--- config.mk ---
export PLATFORM = sky130hd
export DESIGN_NAME = split_target_unit
export DESIGN_NICKNAME = d
export VERILOG_FILES = /design/src/rtl/split_target_unit_pkg.sv /design/src/rtl/split_target_core.sv /design/src/rtl/split_target_unit.sv
export SDC_FILE = /design/constraint.sdc
export NUM_CORES = 2
export LEC_CHECK = 0
export ABC_AREA = 0
export BUFFER_PORTS_ARGS = -buffer_cell sky130_fd_sc_hd__buf_2
export CORE_MARGIN = 3
export CORE_UTILIZATION = 55
export CTS_BUF_LIST = sky130_fd_sc_hd__clkbuf_8
export DETAILED_ROUTE_END_ITERATION = 12
export PLACE_DENSITY_LB_ADDON = 0.25
export SYNTH_ARGS = -nofsm -noshare
export SYNTH_HDL_FRONTEND = slang
export SYNTH_HIERARCHICAL = 1
export SYNTH_SLANG_ARGS = --single-unit
--- constraint.sdc ---
create_clock -name clk -period 7.97 [get_ports clk]
set_clock_uncertainty 0.2 [all_clocks]
set_input_delay 1.1955 -clock clk [delete_from_list [all_inputs] [get_ports clk]]
set_output_delay 1.1955 -clock clk [all_outputs]
set_load 0.005 [all_outputs]
--- src/rtl/split_target_unit_pkg.sv ---
// Shared types and widths for the split-transaction serial target.
// States, address width and data width used by the top level and the memory core.
package split_target_unit_pkg;

   localparam int ADDR_W = 16;
   localparam int DATA_W = 8;

   typedef enum logic [2:0] {
      IDLE,
      WDATA,
      RWAIT,
      SREQ,
      SEND
   } state_t;

endpackage

--- src/rtl/split_target_core.sv ---
// Memory/latency core: byte memory with in-place writes, registered read into a
// holding register, and the read-latency counter that paces the return.
module split_target_core
   import split_target_unit_pkg::*;
#(
   parameter int MEM_DEPTH    = 256,
   parameter int READ_LATENCY = 4
) (
   input  logic                         clk,
   input  logic                         rst,
   input  logic                         wr_en,
   input  logic                         rd_en,
   input  logic                         lat_start,
   input  logic                         lat_run,
   input  logic [$clog2(MEM_DEPTH)-1:0] index,
   input  logic [DATA_W-1:0]            wr_data,
   output logic [DATA_W-1:0]            rd_data,
   output logic                         lat_done
);

   localparam int LAT_W = $clog2(READ_LATENCY + 1);
   localparam logic [LAT_W-1:0] LAT_LAST = LAT_W'(READ_LATENCY - 1);

   logic [DATA_W-1:0] mem [MEM_DEPTH];
   logic [LAT_W-1:0]  lat_cnt_reg;

   // Memory contents survive reset on purpose; only the read path is cleared.
   always_ff @(posedge clk) begin
      if (wr_en) begin
         mem[index] <= wr_data;
      end
   end

   always_ff @(posedge clk or posedge rst) begin
      if (rst) begin
         rd_data <= '0;
      end else if (rd_en) begin
         rd_data <= mem[index];
      end
   end

   always_ff @(posedge clk or posedge rst) begin
      if (rst) begin
         lat_cnt_reg <= '0;
      end else if (lat_start) begin
         lat_cnt_reg <= '0;
      end else if (lat_run && !lat_done) begin
         lat_cnt_reg <= lat_cnt_reg + 1'b1;
      end
   end

   assign lat_done = (lat_cnt_reg == LAT_LAST);

endmodule

--- src/rtl/split_target_unit.sv ---
// Serial-bus target with split reads: shift registers, state machine, arbiter handshake.
// Define SPLIT_TARGET_SPLIT_EN for split reads; otherwise reads hold the bus until data is sent.
module split_target_unit
   import split_target_unit_pkg::*;
#(
   parameter int MEM_DEPTH    = 256,
   parameter int READ_LATENCY = 4
) (
   input  logic clk,
   input  logic rst,
   input  logic bus_data_in,
   input  logic bus_data_in_valid,
   input  logic bus_mode,
   input  logic bus_rw,
   input  logic split_grant,
   output logic bus_data_out,
   output logic bus_data_out_valid,
   output logic arbiter_split_req,
   output logic bus_split_ack,
   output logic bus_target_ack,
   output logic bus_target_rw,
   output logic bus_target_ready
);

   localparam int IDX_W = $clog2(MEM_DEPTH);

   state_t              state_reg;
   logic [3:0]          bit_cnt_reg;
   logic [IDX_W-1:0]    addr_reg;
   logic [DATA_W-2:0]   data_reg;
   logic [DATA_W-1:0]   hold_data;
   logic [DATA_W-1:0]   wr_data;
   logic                addr_bit;
   logic                data_bit;
   logic                wr_en;
   logic                lat_start;
   logic                lat_run;
   logic                lat_done;

   assign addr_bit  = bus_data_in_valid && !bus_mode;
   assign data_bit  = bus_data_in_valid && bus_mode;
   assign lat_start = (state_reg == IDLE) && addr_bit && (bit_cnt_reg == 4'd15) && !bus_rw;
   assign lat_run   = (state_reg == RWAIT);
   assign wr_en     = (state_reg == WDATA) && data_bit && (bit_cnt_reg[2:0] == 3'd7);
   assign wr_data   = {bus_data_in, data_reg};

   // Upper address bits only alias onto the same cell, so just the index bits are kept.
   for (genvar gi = 0; gi < IDX_W; gi++) begin : g_addr
      always_ff @(posedge clk or posedge rst) begin
         if (rst) begin
            addr_reg[gi] <= 1'b0;
         end else if ((state_reg == IDLE) && addr_bit && (bit_cnt_reg == 4'(gi))) begin
            addr_reg[gi] <= bus_data_in;
         end
      end
   end

   split_target_core #(
      .MEM_DEPTH    (MEM_DEPTH),
      .READ_LATENCY (READ_LATENCY)
   ) u_core (
      .clk       (clk),
      .rst       (rst),
      .wr_en     (wr_en),
      .rd_en     (lat_run),
      .lat_start (lat_start),
      .lat_run   (lat_run),
      .index     (addr_reg),
      .wr_data   (wr_data),
      .rd_data   (hold_data),
      .lat_done  (lat_done)
   );

   always_ff @(posedge clk or posedge rst) begin
      if (rst) begin
         state_reg          <= IDLE;
         bit_cnt_reg        <= '0;
         data_reg           <= '0;
         bus_data_out       <= 1'b0;
         bus_data_out_valid <= 1'b0;
         arbiter_split_req  <= 1'b0;
         bus_split_ack      <= 1'b0;
         bus_target_ack     <= 1'b0;
         bus_target_rw      <= 1'b0;
         bus_target_ready   <= 1'b1;
      end else begin
         bus_split_ack  <= 1'b0;
         bus_target_ack <= 1'b0;
         case (state_reg)
            IDLE: begin
               if (addr_bit) begin
                  if (bit_cnt_reg == 4'd15) begin
                     bit_cnt_reg      <= '0;
                     bus_target_rw    <= bus_rw;
                     bus_target_ready <= 1'b0;
                     if (bus_rw) begin
                        state_reg <= WDATA;
                     end else begin
                        state_reg <= RWAIT;
`ifdef SPLIT_TARGET_SPLIT_EN
                        bus_split_ack <= 1'b1;
`endif
                     end
                  end else begin
                     bit_cnt_reg <= bit_cnt_reg + 4'd1;
                  end
               end
            end
            WDATA: begin
               if (data_bit) begin
                  if (bit_cnt_reg[2:0] == 3'd7) begin
                     bit_cnt_reg      <= '0;
                     bus_target_ack   <= 1'b1;
                     bus_target_ready <= 1'b1;
                     state_reg        <= IDLE;
                  end else begin
                     data_reg[bit_cnt_reg[2:0]] <= bus_data_in;
                     bit_cnt_reg                <= bit_cnt_reg + 4'd1;
                  end
               end
            end
            RWAIT: begin
               if (lat_done) begin
`ifdef SPLIT_TARGET_SPLIT_EN
                  state_reg         <= SREQ;
                  arbiter_split_req <= 1'b1;
`else
                  // Bus is still held; SEND begins with bit 0 on the following edge.
                  state_reg   <= SEND;
                  bit_cnt_reg <= '0;
`endif
               end
            end
            SREQ: begin
               if (split_grant) begin
                  arbiter_split_req  <= 1'b0;
                  bus_data_out       <= hold_data[0];
                  bus_data_out_valid <= 1'b1;
                  bit_cnt_reg        <= 4'd1;
                  state_reg          <= SEND;
               end
            end
            SEND: begin
               if (bit_cnt_reg == 4'd8) begin
                  bus_data_out       <= 1'b0;
                  bus_data_out_valid <= 1'b0;
                  bus_target_ack     <= 1'b1;
                  bus_target_ready   <= 1'b1;
                  bit_cnt_reg        <= '0;
                  state_reg          <= IDLE;
               end else begin
                  bus_data_out       <= hold_data[bit_cnt_reg[2:0]];
                  bus_data_out_valid <= 1'b1;
                  bit_cnt_reg        <= bit_cnt_reg + 4'd1;
               end
            end
            default: begin
               state_reg <= IDLE;
            end
         endcase
      end
   end

endmodule

# Yosys cells after proc, flatten, opt, wreduce, memory -nomap -nowiden
# Memories as Yosys holds them, arrays and structs flattened. A register that Yosys moved wholly into a read port is not among the register bits.
# Index checks and enable logic that the tools add are counted.
[totals]
regBits = 30
mem_bits_rw = 2048
n_memories = 1
[mem_list]
columns = ["memory", "words", "width", "read_ports", "rd_clocked_by_memory_dff", "wr", "line_no", "text"]
rows = [
  ["u_core.mem", 256, 8, 1, 1, 1, "split_target_core.sv:24", "logic [DATA_W-1:0] mem [MEM_DEPTH];"],
]
[classes]
add_sub_neg = 2
magnitude_cmp = 2
eq_ne = 22
muxes = 42
bitwise_logic = 1
n_reduce_logical = 32
[op_table]
columns = ["operator", "count"]
rows = [
  ["4-bit 2-to-1 mux", 7],
  ["3-bit 2-to-1 mux", 9],
  ["4-bit one-hot mux with 5 select lines", 1],
  ["1-bit logical AND", 17],
  ["4-bit by 3-bit == test with 1-bit output, second input constant", 4],
  ["1-bit 2-to-1 mux", 16],
  ["3-bit one-hot mux with 5 select lines", 1],
  ["2-bit != test, second input constant", 6],
  ["3-bit by 2-bit == test with 1-bit output, second input constant", 3],
  ["4-bit by 2-bit == test with 1-bit output, second input constant", 2],
  ["4-bit == test, second input constant", 2],
  ["7-bit bitwise mux", 1],
  ["7-bit AND reduction", 1],
  ["3-bit == test, second input constant", 2],
  ["1-bit one-hot mux with 2 select lines", 3],
  ["3-bit AND reduction", 2],
  ["6-bit AND reduction", 1],
  ["5-bit AND reduction", 1],
  ["5-bit nonzero test", 1],
  ["4-bit by 1-bit adder with 4-bit output, second input constant", 1],
  ["4-bit by 1-bit == test with 1-bit output, second input constant", 1],
  ["4-bit logical NOT", 1],
  ["3-bit by 4-bit < comparator with 1-bit output, second input constant", 1],
  ["2-bit nonzero test", 2],
  ["13 further kinds", 15],
]

# Logic depth before layout (Yosys ltp)
[logic_depth]
depth_word = 6
mapped_depth = 14

# By module
# The synthesis kept the hierarchy.
[modules_own_cells]
columns = ["module", "n_inst", "cells_each", "area_each_um2"]
rows = [
  ["split_target_core", 1, 3730, 80254.5],
  ["split_target_unit", 1, 157, 1615.3],
]

# Worst setup path before layout
# No wires, ideal clock.
[synth_path]
path_type = "register to register"
from = "register data_reg[1]"
to = "memory u_core.mem[0][1], data pin"
t_arrival_ns = 3.181
t_required_ns = 6.967
setup_slack_ns = 3.786
stages_incl_launch_ff = 1
period_less_slack_ns = 4.184
cell_sequence = "dfrtp_1"
[synth_lines]
columns = ["element", "line_no", "text"]
rows = [
  ["start: declaration", "split_target_unit.sv:30", "logic [DATA_W-2:0] data_reg;"],
  ["start signal: indexed assignment", "split_target_unit.sv:117", "data_reg[bit_cnt_reg[2:0]] <= bus_data_in;"],
  ["end: declaration", "split_target_core.sv:24", ""],
]
# No word-level cell before the write port.

==> qor.yml <==
worstSetupEndpointType: "flop"
die_w_um: 392
coreArea_sq_um: 147000
synth_top_area_share_pct: 75.1
postLayoutCoreUtil_pct: 61.4
grt_pass1_vias: 41100
grt_first_pass_wirelength_um: 292000
synth_top_family_by_area: "multiplexers"
whs_ps: 266
required_ps: 8620
maxCapViolCount: 0
ys_warn_count: 6
grt_antenna_before_repair: 8
place_congestion: 0.875
synth.largest_area_cell: "edfxtp_1"
criticalPathCategory: "reg -> reg"
synth_mux_area_share_pct: 16.5
post_cts_buffers: 0
pin_count: 14
syn-mean-instance-area_sq_um: 21.1
drt_iter0_drc: 5261
num_rows: 140
worst_slew_pin_slew_ps: 1230
overflow: 0
grt_setup_unrepaired: "false"
vdd_drop_max_v: 0.000492
ys_top_cells_by_count: "2,048 x edfxtp_1, 510 x mux4_2, 270 x nor2_1"
setup_viol: 0
fmax_ghz: 0.187
synthCells: 3887
wl_per_cell_um: 32.2
ys_ff_latch: 2086
crit_path_max_incr_delay_ps: 1050
syn_to_final_growth_pct: 10.1
root_buffer: "clkbuf_8"
drive_above_1_share_pct: 25.7
nets: 4118
yosys.area_share.simple_pct: 3.12
grt_max_degree: 226
synth_cell_types: 72
synth_xor_area_share_pct: 0.0107
yosysMostFrequentCell: "edfxtp_1"
power_mw: 29.6
num_vias: 41500
synth_area_leaders: "edfxtp_1 75%, mux4_2 14%, mux2i_1 1.9%, nor2_1 1.2%, dfrtp_1 1.1%"
critPathBufInv: 2
grt_usage_pct: 26.6
worst-endpoint-arrival_ps: 6010
synthFlopType: "edfxtp_1"
largest_register_ffs: 2048
clkSinkCount: 2086
port_buffers: 11
relSlewSlack_pct: 17.0
worstPathCellList: "buf_12 > buf_4 > mux4_2 > a22o_1 > a221oi_1 > a31oi_1 > nor4b_1 > a41oi_1"
syn_area_sq_um: 81900
synth_compound_area_share_pct: 2.27
clk_pin_slew_ps: 70
fin_tns_setup_ps: 0
htreeDepth: 5
fin_crit_ps: 5360
cts_tree: "done"
hp-class: "in -> reg"
fp.dieH_um: 392
cp-start-kind: "flop"
power_density_nw_per_um2: 329
clkLatencyLatePin_ps: 1050
power_leakage_nw: 28.7
ys_seq_area_share_pct: 76.3
die_area_sq_um: 154000
postCtsResizedCells: 0
critPathSlowestCell: "nor4b_1"
hold_violations: 0
synthAdderAreaFrac_pct: 0.107
cts_buffers: 339
synth-async-reset-ratio_pct: 1.82
status: "completed"
start_util_pct: 55.8
ant_nets: 0
place_hpwl_um: 119000
ctsLongestPathBuffers: 4
viasPerCell: 6.62
firstDrtPassIters: 8
min_period_over_period_pct: 67.2
maxSlewViolCount: 0
synth_edf_count: 2048
cp_top_family: "buffers and inverters"
nFillCells: 10000
crit_fanout: 82
drc_errors: 0
drt_wl_total_um: 202000
[timing repair]
action,CTS,global route
endpoints found under the hold margin,28,0
hold buffers,1,0
setup endpoints to repair,0,0
[final cells by class]
class | instances | area (sq um) | share of cell area [%]
antenna | 8 | 20.0 | 0.0222
clock buffer | 356 | 4900 | 5.44
clock inverter | 227 | 1120 | 1.24
inverter | 11 | 41.3 | 0.0458
multi-input combinational | 1549 | 18100 | 20.1
sequential | 2086 | 62500 | 69.4
tap | 1917 | 2400 | 2.66
timing repair buffer | 117 | 992 | 1.10
[per-stage QoR]
step	cells	area, sq um	setup slack (ps)
5_1_grt	6265	90100	2470
4_1_cts	6262	90100	2850
3_3_place_gp	5677	84000	2680
6_report	6271	90100	2610
2_1_floorplan	3888	81900	3790
3_5_place_dp	5678	84000	2860
[worst reg2reg max path, cell delays in order, from the launching register on]
cell and delay (ps):
dfrtp_4 980, buf_12 660, buf_4 730, mux4_2 640, a22o_1 220, a221oi_1 280, a31oi_1 180, nor4b_1 1050
a41oi_1 230
[cells in the final DEF, fill, tap and decap left out, types with 18 or more instances in the layout]
cell	instances
nor2_1	268
inv_1	111
a221oi_1	19
nand2_1	83
mux4_2	510
nor3_1	47
o21ai_0	42
mux2i_1	158
clkbuf_8	357
nor2b_1	20
edfxtp_1	2048
a21oi_1	39
dfrtp_1	24
a22oi_1	60
nand3_1	54
a211oi_1	23
clkinv_1	82
mux2_2	38
clkinv_2	33
o22ai_1	18
buf_4	94
[logic make-up (layout without fill, tap and decap cells)]
family / count (synthesis) / in the layout
mux: 708 / 708
flops: 2086 / 2086
fa+ha+maj: 7 / 7
xor+xnor: 1 / 1
other cells: 1 / 10
simple gates: 561 / 561
buf+inv: 253 / 711
compound gates: 270 / 270
[power breakdown]
group	switching, mW	internal (mW)	total [mW]
Clock	4.01	4.36	8.37
Combinational	4.72	3.02	7.74
Sequential	0.598	12.9	13.5
Total	9.33	20.3	29.6
[metal layers]
layer  wire length [um]  up-vias  GRT usage (%)  share of wire (%)
li1                   -    16700              -                  -
met1              78800    21800           38.8                 39
met2              93600     2603           39.8                 46
met3              22300      453           6.72                 11
met4               7390        0           9.41                3.7
met5                  0        -              0                  0
[final timing paths]
check | depth (start not counted) | from | to | slack [ps]
hold reg to reg | 1 | bus_target_rw$_DFFE_PP0P_ | bus_target_rw$_DFFE_PP0P_ | 310
hold / removal | 3 | bus_rw | state_reg[0]$_DFFE_PP0P_ | 270
setup / recovery | 8 | addr_reg[0]$_DFFE_PP0P_ | u_core/rd_data[4]$_DFFE_PP0P_ | 2610
min in group asynchronous | 4 | rst | state_reg[0]$_DFFE_PP0P_ | 580
max in group asynchronous | 3 | rst | u_core/rd_data[3]$_DFFE_PP0P_ | 6460
setup reg to reg | 8 | addr_reg[0]$_DFFE_PP0P_ | u_core/rd_data[4]$_DFFE_PP0P_ | 2610
(Power assumes the default switching activity.)
